==> src/rtl/job_seq_pkg.sv <==
// job_seq_pkg: sequencer state encoding and fail counter width shared by the job sequencer files.
package job_seq_pkg;
  typedef enum logic [1:0] {IDLE = 2'd0, BUSY = 2'd1, RETRY = 2'd2, FAILED = 2'd3} state_t;
  localparam int FAIL_CNT_W = 8;
endpackage

==> src/rtl/job_seq_fifo.sv <==
// job_seq_fifo: power-of-two input job FIFO with registered occupancy and head-of-queue output.
module job_seq_fifo #(
  parameter int DEPTH = 4,
  parameter int DW    = 8
) (
  input  logic          clk_i,
  input  logic          rst_ni,
  input  logic          push_i,
  input  logic [DW-1:0] data_i,
  input  logic          pop_i,
  output logic          full_o,
  output logic          empty_o,
  output logic [DW-1:0] head_o
);
  localparam int AW = $clog2(DEPTH);
  logic [DW-1:0] r_mem [DEPTH];
  logic [AW-1:0] r_wr, r_rd;
  logic [AW:0]   r_cnt;
  logic          w_push, w_pop;
  assign full_o  = r_cnt == (AW+1)'(DEPTH);
  assign empty_o = r_cnt == '0;
  assign head_o  = r_mem[r_rd];
  assign w_push  = push_i && !full_o;
  assign w_pop   = pop_i && !empty_o;
  always_ff @(posedge clk_i or negedge rst_ni)
    if (!rst_ni) begin
      r_wr  <= '0;
      r_rd  <= '0;
      r_cnt <= '0;
    end else begin
      if (w_push) r_wr <= r_wr + 1'b1;
      if (w_pop) r_rd <= r_rd + 1'b1;
      r_cnt <= r_cnt + (AW+1)'(w_push) - (AW+1)'(w_pop);
    end
  always_ff @(posedge clk_i)
    if (w_push) r_mem[r_wr] <= data_i;
endmodule

==> src/rtl/job_sequencer.sv <==
// job_sequencer: queues jobs and hands them to a worker with retry/fail tracking.
// Define JOB_SEQ_TIMEOUT_EN to add the worker response timeout.
module job_sequencer
  import job_seq_pkg::*;
#(
  parameter int DEPTH     = 4,
  parameter int DW        = 8,
  parameter int TIMEOUT   = 16,
  parameter int MAX_RETRY = 2
) (
  input  logic                  clk_i,
  input  logic                  rst_ni,
  input  logic                  req_valid_i,
  input  logic [DW-1:0]         req_data_i,
  output logic                  req_ready_o,
  output logic                  job_valid_o,
  output logic [DW-1:0]         job_data_o,
  input  logic                  job_ack_i,
  input  logic                  job_err_i,
  input  logic                  clr_i,
  output state_t                state_o,
  output logic [FAIL_CNT_W-1:0] fail_cnt_o
);
  localparam int RW = MAX_RETRY > 0 ? $clog2(MAX_RETRY + 1) : 1;
  state_t                r_state, w_state_nxt;
  logic [DW-1:0]         r_job, w_head;
  logic [RW-1:0]         r_retry;
  logic [FAIL_CNT_W-1:0] r_fail_cnt;
  logic                  w_full, w_empty, w_push, w_pop, w_timeout, w_fault;
  assign req_ready_o = !w_full;
  assign w_push      = req_valid_i && req_ready_o;
  assign w_pop       = r_state == IDLE && !w_empty;
  assign job_valid_o = r_state == BUSY;
  assign job_data_o  = r_job;
  assign state_o     = r_state;
  assign fail_cnt_o  = r_fail_cnt;
  job_seq_fifo #(.DEPTH(DEPTH), .DW(DW)) u_fifo (
    .clk_i  (clk_i),
    .rst_ni (rst_ni),
    .push_i (w_push),
    .data_i (req_data_i),
    .pop_i  (w_pop),
    .full_o (w_full),
    .empty_o(w_empty),
    .head_o (w_head)
  );
`ifdef JOB_SEQ_TIMEOUT_EN
  localparam int TW = TIMEOUT > 1 ? $clog2(TIMEOUT) : 1;
  logic [TW-1:0] r_timer;
  // timer restarts on every BUSY entry, including re-entry after RETRY
  always_ff @(posedge clk_i or negedge rst_ni)
    if (!rst_ni) r_timer <= '0;
    else r_timer <= r_state == BUSY ? r_timer + 1'b1 : '0;
  assign w_timeout = r_state == BUSY && r_timer == TW'(TIMEOUT - 1);
`else
  assign w_timeout = 1'b0;
`endif
  assign w_fault = job_err_i || w_timeout;
  always_comb begin
    w_state_nxt = r_state;
    case (r_state)
      IDLE:   w_state_nxt = w_empty ? IDLE : BUSY;
      BUSY:   w_state_nxt = job_ack_i ? IDLE : !w_fault ? BUSY :
                            32'(r_retry) < MAX_RETRY ? RETRY : FAILED;
      RETRY:  w_state_nxt = BUSY;
      FAILED: w_state_nxt = clr_i ? IDLE : FAILED;
    endcase
  end
  always_ff @(posedge clk_i or negedge rst_ni)
    if (!rst_ni) begin
      r_state    <= IDLE;
      r_job      <= '0;
      r_retry    <= '0;
      r_fail_cnt <= '0;
    end else begin
      r_state <= w_state_nxt;
      if (w_pop) r_job <= w_head;
      if (r_state == RETRY) r_retry <= r_retry + 1'b1;
      else if (w_state_nxt == IDLE) r_retry <= '0;
      if (r_state == BUSY && w_state_nxt == FAILED && r_fail_cnt != '1)
        r_fail_cnt <= r_fail_cnt + 1'b1;
    end
endmodule
==> config.mk <==
export PLATFORM = sky130hd
export DESIGN_NAME = job_sequencer
export DESIGN_NICKNAME = d
export VERILOG_FILES = /design/src/rtl/job_seq_pkg.sv /design/src/rtl/job_seq_fifo.sv /design/src/rtl/job_sequencer.sv
export SDC_FILE = /design/constraint.sdc
export NUM_CORES = 1
export LEC_CHECK = 0
export ABC_CLOCK_PERIOD_IN_PS = 2400
export BUFFER_PORTS_ARGS = -buffer_cell sky130_fd_sc_hd__buf_4
export CELL_PAD_IN_SITES_DETAIL_PLACEMENT = 1
export CELL_PAD_IN_SITES_GLOBAL_PLACEMENT = 2
export CORE_MARGIN = 4
export CORE_UTILIZATION = 35
export CTS_CLUSTER_DIAMETER = 150
export DETAILED_ROUTE_END_ITERATION = 8
export PLACE_DENSITY_LB_ADDON = 0.12
export SETUP_SLACK_MARGIN = 0.15
export SYNTH_ARGS = -nofsm -noshare
export SYNTH_HDL_FRONTEND = slang
export SYNTH_SLANG_ARGS = --single-unit
==> constraint.sdc <==
create_clock -name clk_i -period 2.4 [get_ports clk_i]
set_input_delay 0.72 -clock clk_i [delete_from_list [all_inputs] [get_ports clk_i]]
set_output_delay 0.72 -clock clk_i [all_outputs]
set_load 0.1 [all_outputs]
**Yosys cells after proc, flatten, opt, wreduce, memory -nomap -nowiden**

Memory sizes are Yosys's and may differ from the RTL's. A register that Yosys moved wholly into a read port is not among the register bits.
Cells that the tools add are included.

- Output and inout bits: 20
- Memories kept: 1
- Logic and storage cells: 43
- Bits in registers: 19
- RAM bits: 32
- Input port bits: 14

- $lt $le $gt $ge: 1
- Equal/unequal tests: 6
- Reduce and logical (&&, ||, !) cells: 13
- Muxes and demuxes: 10
- $add $sub $neg: 6

Memories:

| memory | words | width | read ports | clocked after memory_dff | write ports | RTL line | RTL |
|---|---|---|---|---|---|---|---|
| u_fifo.r_mem | 4 | 8 | 1 | 1 | 1 | job_seq_fifo.sv:16 | `logic [DW-1:0] r_mem [DEPTH];` |

Operators by type and width:

| kind | count |
|---|---|
| $mux W2 | 5 |
| $add A8 B1 Y8 const B | 1 |
| $ne A8 B8 Y1 const B | 1 |
| $pmux W2 S4 | 1 |
| $add A2 B1 Y2 const B | 3 |
| $eq A2 B2 Y1 const B | 3 |
| $logic_and A1 B1 Y1 | 6 |
| $logic_not A2 Y1 | 2 |
| $mux W1 | 4 |
| $add A3 B1 Y3 | 1 |
| $eq A3 B3 Y1 const B | 1 |
| $logic_not A1 Y1 | 3 |
| $logic_not A3 Y1 | 1 |
| $sub A3 B1 Y3 | 1 |
| $eq A2 B1 Y1 const B | 1 |
| $lt A2 B2 Y1 const B | 1 |
| $reduce_bool A2 Y1 | 1 |

**Depth between registers and ports, before layout**

Gate-level depths: netlist (run 1).

- Depth after elaboration: 8
- Mapped depth: 9
- Mapped depth without buffers: 8

**Modules after synthesis**

A second synthesis (run 1) with hierarchy kept.

- Cell total of the unflattened synthesis: 163
- Area, all modules: 2580.0 um2

By module, submodules not included:

| module | instances | sequential area each (um2) | area an instance (um2) | cells each |
|---|---|---|---|---|
| job_seq_fifo | 1 | 1136.1 | 1625.3 | 84 |
| job_sequencer | 1 | 500.5 | 954.7 | 79 |

**Worst setup path before layout (run 1)**

Ideal clock, no wire load.

- Kind: flip-flop to flip-flop
- From: register u_fifo.r_cnt[1]
- To: register u_fifo.r_cnt[2]
- Buffers on the path: 0
- Data required time: 2.277 ns
- Library setup time: 0.123 ns
- Clock period less this slack: 2.808 ns
- Stages on the path, launching flop included: 8
- Arrival time: 2.684 ns
- Setup slack: -0.408 ns
- Cells stage by stage: dfrtp_1 inv_1 nand3_1 and2_0 ha_1 fa_1 xnor2_1 xnor2_1

- Longest elaborated chain between the ends: 6
- Elaborated cells between the ends (all ways): 10
- Those cells by class: add/sub (2); eq/ne (1); reduce/logical (7)

Ends and longest elaborated chain:

| element | RTL line | RTL |
|---|---|---|
| from (decl) | job_seq_fifo.sv:18 | `logic [AW:0] r_cnt;` |
| from (signal assigned) | job_seq_fifo.sv:33 | `r_cnt <= r_cnt + (AW+1)'(w_push) - (AW+1)'(w_pop);` |
| $eq A3 B3 Y1 (*) | job_seq_fifo.sv:20 | `assign full_o = r_cnt == (AW+1)'(DEPTH);` |
| $logic_not A1 Y1 (*) | job_sequencer.sv:30 | `assign req_ready_o = !w_full;` |
| named net req_ready_o | job_sequencer.sv:15 | `output logic req_ready_o,` |
| $logic_and A1 B1 Y1 | job_sequencer.sv:31 | `assign w_push = req_valid_i && req_ready_o;` |
| $logic_and A1 B1 Y1 (*) | job_seq_fifo.sv:23 | `assign w_push = push_i && !full_o;` |
| named net u_fifo.w_push | job_seq_fifo.sv:19 | `logic w_push, w_pop;` |
| $add A3 B1 Y3 (*) | job_seq_fifo.sv:33 |  |
| $sub A3 B1 Y3 (*) | job_seq_fifo.sv:33 |  |

Mark *: on every way through the listed nets, which the timed path passes. The rest lies on a longest branch.
A chain may end at the register's enable or synchronous reset.

**Worst setup path after layout (run 1)**

- From: register r_state[1], in the netlist state_o[1]
- To: output job_valid_o

- Longest elaborated chain between the ends: 1

Ends and longest elaborated chain:

| element | RTL line | RTL |
|---|---|---|
| from (decl) | job_sequencer.sv:25 | `state_t r_state, w_state_nxt;` |
| from (signal assigned) | job_sequencer.sv:76 | `r_state <= w_state_nxt;` |
| $eq A2 B1 Y1 | job_sequencer.sv:33 | `assign job_valid_o = r_state == BUSY;` |
| to (decl) | job_sequencer.sv:16 | `output logic job_valid_o,` |

Every way passes these cells.

==> results.md, run 1 <==
- Outcome: completed
- RSZ-0062 raised after global routing: no
- Final WS setup: 0.3330 ns
- First-pass GRT wire length: ~8.1 mm
- Synth Area per Inst: approximately 17 sq um
- Leading area contributor after synthesis: edfxtp_1
- Diode count: 0
- Die Span Y: a little over 90 um
- Initial antenna violation count: 0
- Nets: between 200 and 250
- CTS Sinks: 59
- Placer Congestion: 0.7169
- First-pass DRT Iterations: 4
- FF-to-FF End: u_fifo.r_cnt[2]
- Drt wl/cell: 16.35 um
- CTS root buffer: clkbuf_8
- # hold bufs at CTS: 0
- Vias in the first global route: 1559
- Crit end category: primary output
- Largest net degree at the start of global routing: 28
- # setup viols final: 0
- Number of max-cap violations: 0
- IO Count: 34
- Area of the multi-input gates: 855.8 sq um
- Final wirelength: around 4.8 mm
- Share of layout cells above drive strength 1: 42.56%
- Slew @ Worst Pin: between 0.6 and 0.7 ns
- Main flop type after synthesis: edfxtp_1
- FF/Latch Area: between 0.0015 and 0.002 sq mm
- DP Worst Slack: 0.2367 ns
- Worst-path clk slew: about 0.07 ns
- Setup TNS: 0 ns
- Seq/Total Area, Yosys: 64.75%
- Synth Area in XOR/XNOR: 4.505%
- H-tree levels: 3
- Die W: 92.98 um
- Syn Inst Count: 150
- Post-route ant nets: 0
- Relative slew slack: 59.98%
- Yosys reg bits: between 50 and 60
- Yosys Warn Count: 0
- Violation count after the first detailed-route iteration: 56
- Post-synthesis mux area share: between 10% and 20%
- Syn_nets: 172
- Vias per cell: approximately 4.7
- Tot GR Track Use: roughly 13%
- Gr ovfl total: 0
- Core outline area: about 0.0069 sq mm
- DR DRC count: 0
- Post-synthesis simple-gate area fraction: a little over a tenth
- F_max: approximately 480 MHz
- CTS resizes: 0
- Final Slew Violations: 0
- P&R area growth vs syn: 22.87%
- Adder-cell share of the synthesized area: about 4.3%
- Reg2Reg Depth: 7
- Total CTS buffers: 9
- Tightest Hold Check Type: primary input to asynchronous set/reset pin
- Die Area: 0.008644 sq mm
- Library cells used by synthesis: 36
- CTS tree: done
- Asr flop ratio synth: between 40% and 50%
- Tmin final: a little over 2 ns
- Top cell type's share of synthesized area: a little under two fifths
- Synth cell count leaders: edfxtp_1, dfrtp_1, mux2_2, mux4_2, xor2_1
- CTS Buffer Depth: 2
- Total vias in the final route: roughly 1400
- Synthesized cell area: 0.002527 sq mm
- HPWL after DPL: 3.294 mm
- Area fraction in compound gates after synthesis: ~2.2%
- Reg2Reg Launch Point: state_o[1]
- Worst-Skew Late Latency: 0.32 ns
- Crit Path Max Fanout: 9
- Main combinational cell family by area after synthesis: multiplexers
- Post-CTS Setup Bufs: 0
- Final clock skew: roughly 0.0061 ns
- CP startpoint kind: register
- Class of the most critical setup path: register to primary output
- # rows: 30
- R2r setup slk: about 0.42 ns
- Top-count cell post-synth: edfxtp_1
- Largest cells by area after synthesis: edfxtp_1, dfrtp_1, mux4_2
- Final Hold Fails: 0
- FILL cells: between 700 and 800
- Number of flops mapped to enable cells by yosys: 32
- Tcrit/Tclk final: a little under nine tenths
- Req. time, crit path: about 1.7 ns
- Port bufs: 33
- Initial Util: a little over a third
- CP arrival: approximately 1.4 ns
==> state kept, by name (all words and copies together) (netlist names) <==
| name | flops |
|---|---|
| u_fifo.r_mem | 32 |
| fail_cnt_o | 8 |
| job_data_o | 8 |
| u_fifo.r_cnt | 3 |
| r_retry | 2 |
| state_o | 2 |
| u_fifo.r_rd | 2 |
| u_fifo.r_wr | 2 |
==> final cells by class <==
| type | count | area share, % |
|---|---|---|
| Sequential cell | 59 | 52.98 |
| Clock inverter | 5 | 2.538 |
| Multi-Input combinational cell | 81 | 27.56 |
| Inverter | 6 | 0.7252 |
| Timing Repair Buffer | 34 | 8.219 |
| Tap cell | 96 | 3.868 |
| Clock buffer | 10 | 4.110 |
==> placed cells by master (no fill, tap or decap), drive strengths merged, types with 2 or more instances in the layout <==
cell type / instances
buf: 34
edfxtp: 32
dfrtp: 27
mux2: 10
clkbuf: 10
xor2: 8
mux4: 8
nand2: 7
ha: 7
inv: 6
xnor2: 5
and3: 4
nor4b: 4
nor3: 4
nor2: 3
nand3: 3
clkinv: 3
nor4: 2
bufinv: 2
o21ai: 2
==> worst max-delay path, cell delays in order (launching register included) <==
cell	delay (ns)
dfrtp_4	0.53
and2b_2	0.22
buf_4	0.28
==> layer usage <==
metal	track usage (%)	vias up	share of wire, %
met5	0	-	0
met4	6.960	0	1.8
met3	3.138	8	3.3
met2	19.98	26	50
met1	16.04	694	45
li1	-	636	-
==> worst max path at each step <==
stage / start / end / slack (ns) / depth (start not counted)
2_1_floorplan: fail_cnt_o[1] / fail_cnt_o[1] / 0.15 / 5
3_3_place_gp: job_err_i / fail_cnt_o[1] / 0.27 / 5
3_5_place_dp: job_err_i / fail_cnt_o[1] / 0.24 / 5
4_1_cts: state_o[1] / job_valid_o / 0.31 / 2
5_1_grt: state_o[1] / job_valid_o / 0.28 / 2
6_report: state_o[1] / job_valid_o / 0.33 / 2
==> through the flow <==
stage / instances / util, % / instance area, sq um / hold slack, ns
floorplan: 150 / - / 2549 / 0.4244
global placement: 276 / 41.97 / 2899 / 0.4856
detailed placement: 276 / 41.97 / 2899 / 0.4938
CTS: 291 / 44.96 / 3105 / 0.3133
global route: 291 / 44.96 / 3105 / 0.3206
finish: 291 / 44.96 / 3105 / 0.3159
==> kinds of logic after synthesis <==
kind of cell	Yosys count
adders and majority gates	8
buffers and inverters	10
xor gates and xnor gates	13
and+or+nand+nor	36
AOI/OAI and AO/OA	6
muxes	18
DFF	59
Power of run 1 is not shown: default switching activity piles up to over one toggle a cycle in this logic, so the estimate is an artifact.
==> run 2, diff against run 1 <==
- ABC_AREA: not set -> 1
==> run 2 against run 1 <==
  * Worst hold slack worse by 0.016 ns
  * Synthesized cell count is 63% higher
  * Non-clock buffer count is 5 higher
  * Critical path type unchanged
  * Critical endpoint unchanged
==> results.md, run 2 <==
- Outcome: completed
- Pwr dens: approximately 1500 mW/mm^2
- Synth Area per Inst: 10.47 sq um (-38%)
- Violation count after the first detailed-route iteration: 58 (+3.6%)
- HPWL after DPL: 3.645 mm (+11%)
- Core outline area: 0.006944 sq mm (+0.54%)
- H-tree levels: 3 (unchanged)
- Tcrit/Tclk final: 82.42% (-3.7 points)
- FF-to-FF End: u_fifo.r_cnt[2]
- Largest cells by area after synthesis: edfxtp_1, dfrtp_1, nor2_1
- Worst-path cell chain: nor2_4 > buf_4
- Reg2Reg Launch Point: u_fifo.r_cnt[1]
- Main flop type after synthesis: edfxtp_1
- P_sw: about 0.0022 W
- Gr ovfl total: 0 (unchanged)
- Yosys Warn Count: 0 (unchanged)
- Asr flop ratio synth: 45.76% (unchanged)
- Diode count: 0 (unchanged)
- Worst vdd ir: 0.5798 mV
- F_max: 505.5 MHz (+4.5%)
- Synthesized cell area: 0.002555 sq mm (+1.1%)
- R2r setup slk: 0.45 ns (+0.03 ns)
- Drt wl/cell: 13.47 um (-18%)
- Hold_ws: 0.2996 ns (-0.01631 ns)
- Worst-path clk slew: 0.07 ns (about the same)
- P&R area growth vs syn: 24.34%
- Final WS setup: 0.4219 ns (+0.08893 ns)
- Leading area contributor after synthesis: edfxtp_1
- Clock power share: 20.7%
- Setup TNS: 0 ns (unchanged)
- DP Worst Slack: 0.4152 ns (+0.1785 ns)
- Top-count cell post-synth: nor2_1
- Initial antenna violation count: 0 (unchanged)
- Tmin final: 1.978 ns (-0.08893 ns)
- Number of max-cap violations: 0 (unchanged)
- Critical Path Max Stage Delay: 0.52 ns (about the same)
- Nets: 311 (+46%)
- Port bufs: 33 (unchanged)
- Syn Inst Count: 244 (+63%)
- Most common cell after layout, fill and taps aside: nor2_1
- # setup viols final: 0 (unchanged)
- Relative slew slack: 73.06% (+13 points)
- Max reg flops: 32 (unchanged)
- CTS Buffer Depth: 2 (unchanged)
- Seq/Total Area, Yosys: 64.05% (-0.70 points)
- Library cells used by synthesis: 25 (-31%)
- Post-route ant nets: 0 (unchanged)
- Total vias in the final route: 1740 (+28%)
- Req. time, crit path: 1.68 ns (about the same)
- Total power: between 0.004 and 0.005 W
- CTS resizes: 0 (unchanged)
- Switching Share: between 40% and 50%
- Total CTS buffers: 9 (unchanged)
- CP arrival: 1.26 ns (-0.09 ns)
- Placer Congestion: 0.6932 (-3.3%)
- Yosys reg bits: 59 (unchanged)
- Sequential share of power: between 30 and 40%
- Area of the multi-input gates: 815.8 sq um (-4.7%)
- DR DRC count: 0 (unchanged)
- FF/Latch Area: 0.001642 sq mm (-0.23%)
- Slew @ Worst Pin: 0.4041 ns (-0.1962 ns)
- CTS root buffer: clkbuf_8
- Vias in the first global route: 1859 (+19%)
- Crit end category: primary output
- Largest Register: u_fifo.r_mem
- Die Span Y: 93.44 um (+0.50%)
- CTS Sinks: 59 (unchanged)
- Most frequent cells in the layout: nor2_1, nand2_1, buf_4
- Critical path's slowest cell: dfrtp_4
- Tightest Hold Check Type: primary input to asynchronous set/reset pin
- FILL cells: 768 (+9.4%)
- Crit Path Max Fanout: 5 (-4)
- Final Hold Fails: 0 (unchanged)
- First-pass GRT wire length: 8.997 mm (+11%)
- Number of flops mapped to enable cells by yosys: 32 (unchanged)
- Reg2Reg Depth: 9 (+2)
- # hold bufs at CTS: 0 (unchanged)
- P_int: between 0.002 and 0.003 W
- Die Area: 0.008731 sq mm (+1.0%)
- Tot GR Track Use: 13.40% (+0.72 points)
- CP startpoint kind: register
- # rows: 30 (unchanged)
- Class of the most critical setup path: register to primary output
- First-pass DRT Iterations: 4 (unchanged)
- Combinational power share: between 40% and 50%
- Post-CTS Setup Bufs: 0 (unchanged)
- Final Slew Violations: 0 (unchanged)
- Pleak: 1.400 nW
- Syn_nets: 266 (+55%)
- Top cell type's share of synthesized area: 37.61% (-0.41 points)
- Synth cell count leaders: nor2_1, nand2_1, edfxtp_1, dfrtp_1, inv_1
- Die W: 93.44 um (+0.50%)
- Initial Util: 36.79% (+0.20 points)
- Largest net degree at the start of global routing: 28 (unchanged)
- IO Count: 34 (unchanged)
- Vias per cell: 4.462 (-4.8%)
- CTS tree: done
- Final wirelength: 5.253 mm (+10%)
- RSZ-0062 raised after global routing: no
- Share of layout cells above drive strength 1: 23.13% (-19 points)
- Worst-Skew Late Latency: 0.33 ns (about the same)
- Final clock skew: 0.006868 ns (+0.0008012 ns)
run 2: cell count changes after synthesis, sizes merged, moves of 10 or more:
cell,change
nor2,+55
nand2,+37
inv,+18
o21ai,+15
mux2,-10
run 2: power by group through the flow:
stage	Combinational [W]	Sequential (W)	Clock, W
2_1_floorplan	0.000999	0.00229	0
3_3_place_gp	0.00223	0.00159	0
3_5_place_dp	0.00226	0.00160	0
4_1_cts	0.00226	0.00158	0.00101
5_1_grt	0.00241	0.00161	0.00106
6_report	0.00220	0.00157	0.000985
run 2: metrics by stage:
| stage | std cells | util, % | area (sq um) |
|---|---|---|---|
| after floorplan | 244 | - | 2577 |
| after global placement | 374 | 42.63 | 2960 |
| after detailed placement | 374 | 42.63 | 2960 |
| after CTS | 390 | 45.75 | 3177 |
| after global routing | 390 | 45.75 | 3177 |
| final | 390 | 45.75 | 3177 |
run 2: cell families after synthesis:
logic type / synth area share [%]
buffers and inverters: 4.701
adders and majority gates: 4.211
and+or+nand+nor: 18.66
xor gates and xnor gates: 3.085
DFF: 64.05
AOI/OAI and AO/OA: 5.289
run 2: worst max path at each step:
stage	startpoint	end	slack [ns]	depth (start not counted)
after detailed placement	req_valid_i	u_fifo.r_cnt[2]	0.42	6
after floorplan	state_o[0]	u_fifo.r_cnt[2]	0.15	9
after global placement	req_valid_i	u_fifo.r_cnt[2]	0.43	6
final	state_o[1]	job_valid_o	0.42	2
after CTS	state_o[1]	job_valid_o	0.41	2
after global routing	u_fifo.r_cnt[1]	u_fifo.r_cnt[2]	0.29	9
run 2: critical path, delay by kind of cell, from the launching register on:
| kind | cells | cell delay [ns] |
|---|---|---|
| flip-flops | 1 | 0.52 |
| buffers and inverters | 1 | 0.29 |
| AND/OR/NAND/NOR | 1 | 0.12 |
run 2: per-layer routing:
layer / global-route usage, % / up-vias / routed length, um
li1: - / 884 / -
met1: 16.76 / 822 / 2404
met2: 21.92 / 28 / 2593
met3: 3.540 / 6 / 184
met4: 5.495 / 0 / 70
met5: 0 / - / 0
run 2: area by class of cell:
class	instances	area share (%)
flip-flops and latches	59	51.67
inverters	24	2.836
multi-input cells	156	25.68
clock inverters	7	2.915
clock buffers	9	3.899
repair buffers	39	9.216
well taps	96	3.781
Note: power is estimated with default switching activity, not from simulation.
==> run 3, diff against run 2 <==
- ABC_CLOCK_PERIOD_IN_PS: 2400 -> 1700
- CORE_UTILIZATION: 35 -> 33
- clock period: 2.4 -> 1.7 ns (I/O delays scaled with it)
==> run 3 against run 2 <==
  * The run now ends with setup timing left
  * Register-to-register slack lost 0.46 ns
  * Via count grew 7.3%
  * Die area grew 5.5%
  * Clock skew grew 0.0037 ns
  * Final cell count grew 6.7%
  * Global-route usage grew 0.78 points
  * Sequential cell count is the same
  * Critical path type unchanged
  * Critical endpoint unchanged
==> results.md, run 3 (synthesis gave the netlist of run 2 again) <==
- Sequential share of power: 28.1% (-4.9 points)
- Vias in the first global route: 1886 (+1.5%)
- Largest net degree at the start of global routing: 28 (unchanged)
- Most frequent cells in the layout: nor2_1, nand2_1, buf_4
- Nets: 334 (+7.4%)
- CP startpoint kind: register
- Gr ovfl total: 0 (unchanged)
- Placed Area: 0.003098 sq mm (+4.6%)
- Design Area, Final: 0.003666 sq mm (+15%)
- Diode count: 0 (unchanged)
- Tmin final: roughly 1.8 ns
- Tcrit/Tclk final: 103.8%
- Number of max-cap violations: 0 (unchanged)
- DP Worst Slack: -0.02986 ns (-0.4451 ns)
- Vias per cell: 4.488 (+0.59%)
- Final WS setup: -0.06391 ns (-0.4858 ns)
- Crit end category: primary output
- Final wirelength: 5.727 mm (+9.0%)
- Final Slew Violations: 0 (unchanged)
- Crit Path Max Fanout: 4 (-1)
- Tot GR Track Use: 14.18% (+0.78 points)
- Clock power share: 20.1% (-0.6 points)
- Tightest Hold Check Type: primary input to asynchronous set/reset pin
- F_max: between 500 and 600 MHz
- RSZ-0062 raised after global routing: yes
- Post-route insts no fill: 416 (+6.7%)
- CTS Buffer Depth: 2 (unchanged)
- Max reg flops: 32 (unchanged)
- Core outline area: 0.007370 sq mm (+6.1%)
- CP endpoint: job_valid_o
- Die Area: 0.009214 sq mm (+5.5%)
- Cell count after placement: 386 (+3.2%)
- Violated checks: setup timing
- Pwr dens: 2157 mW/mm^2 (+44%)
- # rows: 31 (+3.3%)
- Worst-path clk slew: 0.08 ns (about the same)
- P_sw: 0.003484 W (+56%)
- Worst-Skew Late Latency: 0.35 ns (+0.02 ns)
- Relative slew slack: 73.01% (about the same)
- Share of layout cells above drive strength 1: 37.85% (+15 points)
- Total CTS buffers: 9 (unchanged)
- R2r setup slk: -0.01 ns (-0.46 ns)
- Most common cell after layout, fill and taps aside: nor2_1
- # setup viols final: 3 (+3)
- Die Span Y: 95.99 um (+2.7%)
- First-pass DRT Iterations: 4 (unchanged)
- Drt wl/cell: 13.77 um (+2.2%)
- Total vias in the final route: 1867 (+7.3%)
- Reg2Reg Launch Point: state_o[0]
- P&R area growth vs syn: 43.49%
- P_int: 0.004425 W (+76%)
- CP arrival: 1.25 ns (about the same)
- Die W: 95.99 um (+2.7%)
- IO Count: 34 (unchanged)
- H-tree levels: 3 (unchanged)
- Post-route ant nets: 0 (unchanged)
- FF-to-FF End: u_fifo.r_cnt[1]
- Final clock skew: 0.01058 ns (+0.003714 ns)
- Worst vdd ir: 1.013 mV (+75%)
- Final Hold Fails: 0 (unchanged)
- Switching Share: 44.05% (-3.0 points)
- Violation count after the first detailed-route iteration: 48 (-17%)
- CTS Sinks: 59 (unchanged)
- Slew @ Worst Pin: 0.4049 ns (+0.0008081 ns)
- Largest Register: u_fifo.r_mem
- Outcome: finished with violations
- Initial antenna violation count: 0 (unchanged)
- Initial Util: 34.67% (-2.1 points)
- First-pass GRT wire length: 9.363 mm (+4.1%)
- HPWL after DPL: 3.661 mm (+0.45%)
- Port bufs: 33 (unchanged)
- Total power: 0.007908 W (+66%)
- Class of the most critical setup path: register to primary output
- Placer Congestion: 0.7033 (+1.5%)
- CTS root buffer: clkbuf_8
- Req. time, crit path: 1.19 ns (-0.49 ns)
- DR DRC count: 0 (unchanged)
- Combinational power share: 51.7% (+5.4 points)
- CTS tree: done
- Crit path from: state_o[1]
- Pleak: 1.574 nW (+12%)
- Reg2Reg Depth: 7 (-2)
[run 3: metrics by stage]
stage | setup TNS, ns | hold WS (ns) | utilization (%)
2_1_floorplan | -2.332 | 0.2144 | -
3_3_place_gp | 0 | 0.4693 | 42.04
3_5_place_dp | -0.02986 | 0.4687 | 42.04
4_1_cts | -0.1372 | 0.08188 | 48.81
5_1_grt | -0.3855 | 0.09126 | 49.75
6_report | -0.07182 | 0.08289 | 49.75
[run 3: power by group through the flow]
| stage | registers [W] | logic, W | clock network, W |
|---|---|---|---|
| after detailed placement | 0.00222 | 0.00349 | 0 |
| after CTS | 0.00222 | 0.00400 | 0.00165 |
| final | 0.00222 | 0.00409 | 0.00159 |
| after floorplan | 0.00325 | 0.00152 | 0 |
| after global routing | 0.00227 | 0.00442 | 0.00171 |
| after global placement | 0.00221 | 0.00346 | 0 |
[run 3: layer usage]
| layer | GRT usage, % | part of all wire [%] |
|---|---|---|
| met1 | 17.84 | 47 |
| met2 | 21.68 | 46 |
| met3 | 5.238 | 4.5 |
| met4 | 6.398 | 2.1 |
| met5 | 0 | 0 |
[run 3: final cells by class]
type                            instances  area (sq um)
Sequential cell                        59          1654
Clock buffer                            9         123.9
Timing Repair Buffer                   62         640.6
Multi-Input combinational cell        156         903.4
Fill cell                             829          3704
Tap cell                               99         123.9
Clock inverter                          7         125.1
Inverter                               24         95.09
[run 3: how the worst min path moves through the flow]
stage	from	endpoint	slack, ns	cells past startpoint
after CTS	rst_ni	job_data_o[6]	0.08	1
after global placement	rst_ni	job_data_o[6]	0.47	1
final	rst_ni	job_data_o[6]	0.08	1
after floorplan	rst_ni	fail_cnt_o[0]	0.21	0
after global routing	rst_ni	job_data_o[6]	0.09	1
after detailed placement	rst_ni	job_data_o[6]	0.47	1
[run 3: critical path: stages, from the launching register on]
cell,delay (ns)
dfrtp_4,0.49
buf_6,0.13
nor2_4,0.11
buf_12,0.18
[run 3: timing repair]
| action | 4_1_cts | 5_1_grt |
|---|---|---|
| setup buffers | 11 | 3 |
| setup endpoints to repair | 23 | 41 |
| pin swaps | 11 | 18 |
| hold buffers | 0 | 0 |
| gates resized for setup | 46 | 15 |
